File: config.mk
export PLATFORM = sky130hd
export DESIGN_NAME = phone_call_gen2
export DESIGN_NICKNAME = d
export VERILOG_FILES = /design/src/rtl/phone_call_gen2_pkg.sv /design/src/rtl/phone_msg_window.sv /design/src/rtl/phone_call_gen2.sv
export SDC_FILE = /design/constraint.sdc
export NUM_CORES = 1
export LEC_CHECK = 0
export CAP_MARGIN = 30
export CORE_MARGIN = 4
export CORE_UTILIZATION = 40
export CTS_BUF_LIST = sky130_fd_sc_hd__clkbuf_2 sky130_fd_sc_hd__clkbuf_4 sky130_fd_sc_hd__clkbuf_8
export CTS_CLUSTER_DIAMETER = 80
export DETAILED_ROUTE_END_ITERATION = 16
export HOLD_SLACK_MARGIN = 0.06
export PLACE_DENSITY = 0.69
export SYNTH_ARGS = -nofsm -noshare
export SYNTH_HDL_FRONTEND = slang
export SYNTH_SLANG_ARGS = --single-unit
File: constraint.sdc
create_clock -name clk -period 11 [get_ports clk]
set_input_delay 2.2 -clock clk [delete_from_list [all_inputs] [get_ports clk]]
set_output_delay 2.2 -clock clk [all_outputs]
set_load 0.02 [all_outputs]
File: src/rtl/phone_call_gen2_pkg.sv
// phone_call_gen2_pkg: shared states, status strings, printable bounds and hex helper
package phone_call_gen2_pkg;
  typedef enum logic [2:0] {IDLE, RINGING, REJECTED, BUSY, CALL, COST} state_t;
  localparam logic [63:0] STR_IDLE = "IDLE    ";
  localparam logic [63:0] STR_RINGING = "RINGING ";
  localparam logic [63:0] STR_REJECTED = "REJECTED";
  localparam logic [63:0] STR_BUSY = "BUSY    ";
  localparam logic [63:0] STR_CALL = "CALL    ";
  localparam logic [7:0] PRINT_LO = 8'h20;
  localparam logic [7:0] PRINT_HI = 8'h7E;
  function automatic logic [7:0] hex_ascii(input logic [3:0] n);
    return n < 4'd10 ? 8'h30 + {4'h0, n} : 8'h37 + {4'h0, n};
  endfunction
endpackage

File: src/rtl/phone_msg_window.sv
// phone_msg_window: shift window of printable characters, newest in the low byte
module phone_msg_window import phone_call_gen2_pkg::*; #(
  parameter int MSG_CHARS = 8
) (
  input  logic                   clk,
  input  logic                   rst,
  input  logic                   clr,
  input  logic                   load,
  input  logic [7:0]             chr,
  output logic                   accept,
  output logic [8*MSG_CHARS-1:0] window
);
  logic [8*MSG_CHARS-1:0] shifted;
  assign accept = load && chr >= PRINT_LO && chr <= PRINT_HI;
  assign shifted = (window << 8) | (8*MSG_CHARS)'(chr);
  // oldest character falls off the top on each accepted character
  always_ff @(posedge clk or negedge rst)
    if (!rst) window <= '0;
    else window <= clr ? '0 : accept ? shifted : window;
endmodule

File: src/rtl/phone_call_gen2.sv
// phone_call_gen2: two-party call sequencer with metered, credit-capped cost
module phone_call_gen2 import phone_call_gen2_pkg::*; #(
  parameter int MSG_CHARS = 8,
  parameter int RING_TIMEOUT = 10,
  parameter int NOTICE_CYCLES = 10,
  parameter int COST_CALLER = 2,
  parameter int COST_CALLEE = 1,
  parameter int COST_PER_CYCLE = 1,
  parameter int COST_W = 32,
  parameter logic [COST_W-1:0] CREDIT_LIMIT = '1
) (
  input  logic                   clk,
  input  logic                   rst,
  input  logic                   start_call,
  input  logic                   answer_call,
  input  logic                   end_call_caller,
  input  logic                   end_call_callee,
  input  logic                   send_char_caller,
  input  logic                   send_char_callee,
  input  logic [7:0]             char_sent,
  output logic [63:0]            status_msg,
  output logic [8*MSG_CHARS-1:0] sent_msg,
  output logic [COST_W-1:0]      cost,
  output logic                   call_active
);
  state_t state, state_n;
  logic [31:0] cnt, cnt_n, cost32;
  logic [COST_W-1:0] cost_n;
  logic [COST_W+1:0] sum;
  logic [63:0] status_n, hex_str;
  logic clr, load, accept;
  assign clr = state == IDLE && start_call;
  assign load = state == CALL && (send_char_caller || send_char_callee);
  phone_msg_window #(.MSG_CHARS(MSG_CHARS)) u_win (
    .clk(clk), .rst(rst), .clr(clr), .load(load), .chr(char_sent),
    .accept(accept), .window(sent_msg)
  );
  // unsaturated next cost; two guard bits keep the sum from wrapping
  always_comb
    sum = {2'b0, cost} + (COST_W+2)'(COST_PER_CYCLE)
        + (accept ? (COST_W+2)'(send_char_caller ? COST_CALLER : COST_CALLEE) : '0);
  // next state, dwell/ring counter and cost
  always_comb begin
    state_n = state;
    cnt_n = cnt + 32'd1;
    cost_n = cost;
    case (state)
      IDLE: begin
        if (start_call) state_n = RINGING;
        if (start_call) cost_n = '0;
      end
      RINGING: state_n = end_call_caller ? IDLE : end_call_callee ? REJECTED :
                         answer_call ? CALL : cnt == 32'(RING_TIMEOUT-1) ? BUSY : RINGING;
      CALL: begin
        cost_n = sum > {2'b0, CREDIT_LIMIT} ? CREDIT_LIMIT : sum[COST_W-1:0];
        if (end_call_caller || end_call_callee || cost == CREDIT_LIMIT) state_n = COST;
      end
      default: if (cnt == 32'(NOTICE_CYCLES-1)) state_n = IDLE;
    endcase
    if (state_n != state || state == IDLE) cnt_n = '0;
  end
  // status text for the state being entered, so the register shows it next cycle
  always_comb begin
    cost32 = 32'(cost_n);
    for (int i = 0; i < 8; i++) hex_str[i*8 +: 8] = hex_ascii(cost32[i*4 +: 4]);
    status_n = state_n == IDLE ? STR_IDLE : state_n == RINGING ? STR_RINGING :
               state_n == REJECTED ? STR_REJECTED : state_n == BUSY ? STR_BUSY :
               state_n == CALL ? STR_CALL : hex_str;
  end
  // state and registered outputs
  always_ff @(posedge clk or negedge rst)
    if (!rst) begin
      state <= IDLE;
      cnt <= '0;
      cost <= '0;
      status_msg <= STR_IDLE;
      call_active <= 1'b0;
    end else begin
      state <= state_n;
      cnt <= cnt_n;
      cost <= cost_n;
      status_msg <= status_n;
      call_active <= state_n == CALL;
    end
endmodule

==> run metrics, run 1 <==
CP Launch Type input port; dpl ws roughly 4400 ps; cts repair resizes 0; FP Rows 55; CP Max Fanout 13; mean post-synth cell area 9.36 um2; synthesized instance count roughly 1,000; setup violation total in the final timing report 0; f_max about 160 MHz; Detail Route Antenna Nets 0; RR Endpoint status_msg[34]; routed len/inst around 18 um; RSZ-0062 raised after global routing no; setup bufs post-CTS 0; initial core utilization 0.409; Tmin final 6140 ps; r2r startpoint state[2]; DIE WIDTH roughly 160 um; Yosys cell types 87; highest-delay cell along the critical path clkdlybuf4s50_1; n_diodes 0; die area ~26,000 um2; share of post-route cells with drive strength above 1 0.0823; CTS Hold Bufs 0; worst setup margin 4860 ps; fin crit share 0.559; port bufs 168; layout overhead on the synthesized area 25.1%; synth warn 0; Core Region 22,800 um2; Max-Cap Viols 0; FF-to-FF setup slack 5740 ps; Min-Delay Path Class reg -> reg; drt drc 0; largest net degree at the start of global routing 112; Vias/cell 5.43; clock root buffer clkbuf_8; hold endpoint u_win.window[16]; CP Data Required Time 11,330 ps; gr usage total 0.201; via count of the routed design 7,959; Top Ports 177; fillers 2,060; Hold Vio Cnt, Final 0; DRT Pass-1 Iters 5; Die Y 161 um; Slowest Stage Delay on Critical Path 520 ps; Pleak between 5 and 6 nW; clock buffers created by TritonCTS 17; relative slew slack 0.271; hold_sp u_win.window[8]; hold path depth 2; CP delay by family, top simple AND/OR/NAND/NOR gates; worst reg-to-reg path cell count 15; mapped cell area 9320 um2; Max VDD drop just over 0.1 mV; grt total ovfl 0; initial antenna violation count 1; wirelength, routed 26.1 mm; CTS clk-pin slew, worst paths 100 ps; first-pass GRT wire length 42.3 mm; fin nets 1,171; H-tree lvl count 4; Multi-input gate area 4230 um2; vias in the first global route just under 8,000; clock latency on the worst-skew pair about 470 ps; Sink Count approximately 190; Final Max Slew Viols 0; critical path capture point type flop; Critical Path AT 6470 ps; share of async-settable or async-resettable flops after synthesis 1.00; status complete, no violations; Setup crit start send_char_caller; number of enable flip-flop cells after synthesis 0; Fin Setup TNS 0 ps; DPL Wire Length between 15 and 20 mm; Slew @ Worst Pin about 1100 ps; Cell Pwr Density 218 nW/um2; WS Path Type in -> reg; sequential area share after synthesis 0.507; CTS tree yes; top_reg_cell synth dfrtp_1; Worst Skew 20.1 ps; buffers plus inverters on the worst setup path 2; Sequential Area ~4700 um2; RD Place Congestion between 0.9 and 1; First DRT Iteration DRCs 830; flops & latches, synth 188; Clock Path Buffers 2; CP Cell Sequence clkdlybuf4s50_1 -> o22ai_1 -> nor3_1 -> o21a_2 -> nand2b_1 -> ha_1 -> fa_1 -> nand4b_4 -> nor3_1 -> nand3_1 -> o211ai_1 -> inv_1 -> ha_1 -> o21ai_0 -> mux2i_1 -> a21boi_0
-- final cells by class --
| cell class | count | share of cell area |
|---|---|---|
| Inverter | 39 | 0.0126 |
| Multi-Input combinational cell | 718 | 0.363 |
| Timing Repair Buffer | 177 | 0.153 |
| Tap cell | 313 | 0.0336 |
| Clock inverter | 11 | 0.00891 |
| Clock buffer | 21 | 0.0242 |
| Sequential cell | 188 | 0.405 |
-- tightest hold or removal path: stages (launching register included) --
cell and delay (ps):
dfrtp_1 370, nand2_1 60, nand2_1 50
-- cell families (layout without fill, tap and decap cells) --
| kind of cell | count (synthesis) | after routing | synth area share |
|---|---|---|---|
| fa+ha+maj | 14 | 14 | 0.0196 |
| simple gates | 480 | 480 | 0.254 |
| buf+inv | 97 | 248 | 0.0442 |
| xor+xnor | 35 | 35 | 0.0329 |
| flops | 188 | 188 | 0.507 |
| mux | 7 | 7 | 0.00752 |
| compound gates | 174 | 174 | 0.135 |
| other cells | 1 | 8 | 0.000402 |
-- power breakdown --
group	total (mW)	switching (mW)	internal, mW
Combinational	1.10	0.677	0.426
Clock	0.447	0.263	0.184
Sequential	0.987	0.121	0.866
Total	2.54	1.06	1.48
-- cell usage after synthesis, types with 10 or more instances --
library cell / instances / area (um2)
xor2_1: 17 / 149
buf_2: 11 / 55.1
a31oi_1: 10 / 62.6
a21oi_1: 43 / 215
xnor2_1: 18 / 158
nor3_1: 13 / 65.1
and2_1: 13 / 81.3
buf_1: 12 / 45.0
nand2_1: 176 / 661
and3_1: 18 / 113
dfrtp_1: 173 / 4330
inv_1: 35 / 131
o21ai_0: 19 / 95.1
clkbuf_1: 26 / 97.6
nor2_1: 79 / 297
nand4_1: 23 / 144
ha_1: 13 / 163
dfstp_2: 15 / 394
nor4_1: 12 / 75.1
nand3_1: 90 / 450
-- placed cells by master, fill, tap and decap left out, types with 15 or more instances in the layout --
cell	synthesis	final
nor2_1	79	79
a21oi_1	43	43
clkbuf_8	0	21
nand3_1	90	90
and3_1	18	18
nand4_1	23	23
o21ai_0	19	19
inv_1	35	35
dfstp_2	15	15
xor2_1	17	17
dfrtp_1	173	173
clkdlybuf4s50_1	0	167
xnor2_1	18	18
nand2_1	176	176
-- stage by stage --
stage | cell area, um2 | cells | util | hold WS (ps) | power (mW)
2_1_floorplan | 9350 | 1003 | - | 481 | 1.59
3_3_place_gp | 11200 | 1433 | 0.493 | 477 | 2.07
3_5_place_dp | 11300 | 1435 | 0.495 | 480 | 2.09
4_1_cts | 11700 | 1467 | 0.512 | 496 | 2.56
5_1_grt | 11700 | 1467 | 0.512 | 522 | 2.68
6_report | 11700 | 1467 | 0.512 | 488 | 2.54
-- how the worst max path moves through the flow --
stage	to	cells after the start	slack [ps]
2_1_floorplan	status_msg[41]	15	5630
3_3_place_gp	status_msg[34]	16	4560
3_5_place_dp	status_msg[34]	16	4450
4_1_cts	status_msg[34]	16	4940
5_1_grt	status_msg[34]	16	4530
6_report	status_msg[34]	16	4860
-- sequential cells by signal (all words and copies together) (netlist names) --
register      flops
state             3
call_active       1
status_msg       56
cnt              32
cost             32
u_win.window     64
-- layer usage --
layer | global-route usage | part of all wire | vias to the layer above
met3 | 0.0434 | 0.069 | 53
li1 | - | - | 3778
met2 | 0.300 | 0.43 | 301
met1 | 0.293 | 0.47 | 3825
met4 | 0.0657 | 0.026 | 2
met5 | 0 | 0.00050 | -
Power figures use the tool's default switching activity.
==> inputs of run 2 (changes only) <==
==> constraint.sdc (replaced) <==
create_clock -name clk -period 6.4 [get_ports clk]
set_input_delay 1.28 -clock clk [delete_from_list [all_inputs] [get_ports clk]]
set_output_delay 1.28 -clock clk [all_outputs]
set_load 0.02 [all_outputs]
==> run 2 against run 1 <==
Core utilization increased by 0.30 points. Die area is the same. Worst hold slack better by 6.0 ps. Via count grew 0.54%. Cell count is 0.41% higher. Largest power group unchanged.
==> run metrics, run 2 (synthesized netlist as in run 1, its figures left out) <==
cts repair resizes 0 (unchanged); fin crit share 0.810; CTS tree yes (unchanged); drt drc 0 (unchanged); clock root buffer clkbuf_8 (unchanged); f_max around 190 MHz; n_diodes 0 (unchanged); CTS clk-pin slew, worst paths 120 ps (was 100 ps); Vias/cell 5.43 (about the same); Most flops, register u_win.window (unchanged); relative slew slack 0.315 (was 0.271); area post-placement 11,300 um2 (about the same); RD Place Congestion 0.933 (was 0.922); Min-Delay Path Class reg -> reg (unchanged); clock latency on the worst-skew pair 490 ps (was 470 ps); r2r startpoint state[1] (was state[2]); port bufs 168 (unchanged); DRT Pass-1 Iters 7 (was 5); most frequent cells in the layout nand2_1 (176), dfrtp_1 (173), clkdlybuf4s50_1 (167) (unchanged); Hold Vio Cnt, Final 0 (unchanged); Worst Skew 20.5 ps (was 20.1 ps); RR Endpoint status_msg[33] (was status_msg[34]); setup bufs post-CTS 0 (unchanged); Cell Pwr Density 377 nW/um2 (was 218 nW/um2); Tmin final 5190 ps; vias in the first global route 7,477 (was 7,749); cell area after layout 11,700 um2 (about the same); CP Launch Type input port (unchanged); FF-to-FF setup slack 1400 ps (was 5740 ps); Core Region 22,800 um2 (unchanged); DPL Wire Length 18.3 mm (was 18.0 mm); fillers 2,053 (was 2,060); Pleak 5.25 nW (was 5.20 nW); final core occ 0.515 (was 0.512); Detail Route Antenna Nets 0 (unchanged); Sink Count 188 (unchanged); max reg flops 64 (unchanged); grt total ovfl 0 (unchanged); Max VDD drop 0.187 mV (was 0.102 mV); DIE WIDTH 161 um (unchanged); hold path depth 2 (unchanged); worst reg-to-reg path cell count 14 (was 15); wirelength, routed 25.9 mm (was 26.1 mm); CTS Hold Bufs 0 (unchanged); clock buffers created by TritonCTS 17 (unchanged); layout overhead on the synthesized area 25.8% (was 25.1%); gr usage total 0.201 (about the same); routed len/inst 17.6 um (was 17.8 um); Max-Cap Viols 0 (unchanged); FP Rows 55 (unchanged); Clock Path Buffers 2 (unchanged); Fin Setup TNS 0 ps (unchanged); initial core utilization 0.409 (unchanged); critical path capture point type flop (unchanged); Slew @ Worst Pin 1020 ps (was 1090 ps); hold endpoint u_win.window[29] (was u_win.window[16]); H-tree lvl count 4 (unchanged); RSZ-0062 raised after global routing no (unchanged); largest net degree at the start of global routing 87 (was 112); Final Max Slew Viols 0 (unchanged); hold_sp u_win.window[21] (was u_win.window[8]); Critical Path AT 5580 ps (was 6470 ps); share of post-route cells with drive strength above 1 0.0871 (was 0.0823); Die Y 161 um (unchanged); die area 25,800 um2 (unchanged); CP Data Required Time 6790 ps (was 11,330 ps); status complete, no violations (unchanged); fin nets 1,177 (was 1,171); setup violation total in the final timing report 0 (unchanged); WS Path Type in -> reg (unchanged); Top Ports 177 (unchanged); Largest regs u_win.window x64, status_msg x56 (unchanged); initial antenna violation count 1 (unchanged); CP Max Fanout 13 (unchanged); First DRT Iteration DRCs 940 (was 830); via count of the routed design 8,002 (was 7,959); commonest non-fill, non-tap cell in the layout nand2_1 (unchanged); first-pass GRT wire length 41.8 mm (was 42.3 mm)
==> run 2: cell types whose count changed in the layout (fill, tap and decap cells not counted) <==
cell        delta
buf_4          +6
clkinvlp_4     -4
clkbuf_8       -2
clkinv_8       +2
inv_6          +2
inv_8          +2
clkbuf_4       -1
inv_12         +1
==> run 2: where the power goes <==
group          internal [mW]  total [mW]  switching, mW
Clock                  0.310       0.805          0.495
Sequential              1.49        1.68          0.193
Combinational          0.760        1.93           1.17
==> run 2: worst max-delay path: stages <==
cell             delay [ps]
clkdlybuf4s50_1         520
o22ai_1                  90
nor3_1                  340
o21a_2                  250
nand2b_1                120
ha_1                    220
fa_1                    470
nand4b_4                300
nor3_1                  260
nand3_1                 520
o211ai_1                380
inv_1                   150
ha_1                    300
a22o_1                  210
a21oi_1                 160
==> run 2: routing by layer <==
layer,global-route usage,wire (um)
met1,0.295,12300
met4,0.0555,514
met3,0.0436,1630
met5,0,13
met2,0.301,11500
==> run 2: how the worst max path moves through the flow <==
stage	start	end	cells past startpoint
final	send_char_caller	status_msg[33]	15
after CTS	send_char_caller	status_msg[34]	16
after global routing	char_sent[6]	status_msg[34]	16
after global placement	send_char_caller	status_msg[34]	16
after detailed placement	send_char_caller	status_msg[33]	15
after floorplan	send_char_callee	status_msg[41]	15
==> run 2: per-stage QoR <==
| step | hold WS (ps) | worst slack [ps] | total power, mW | instances |
|---|---|---|---|---|
| after floorplan | 481 | 1950 | 2.73 | 1003 |
| after global placement | 476 | 944 | 3.58 | 1438 |
| after detailed placement | 481 | 841 | 3.62 | 1440 |
| after CTS | 495 | 1300 | 4.44 | 1472 |
| after global routing | 514 | 923 | 4.68 | 1473 |
| final | 494 | 1210 | 4.42 | 1473 |
==> run 2: cell type report <==
| class | instances | area [um2] | share of cell area |
|---|---|---|---|
| tap | 313 | 392 | 0.0334 |
| clock buffer | 18 | 248 | 0.0211 |
| multi-input combinational | 718 | 4230 | 0.361 |
| inverter | 39 | 146 | 0.0125 |
| sequential | 188 | 4720 | 0.403 |
| clock inverter | 14 | 163 | 0.0139 |
| timing repair buffer | 183 | 1830 | 0.156 |
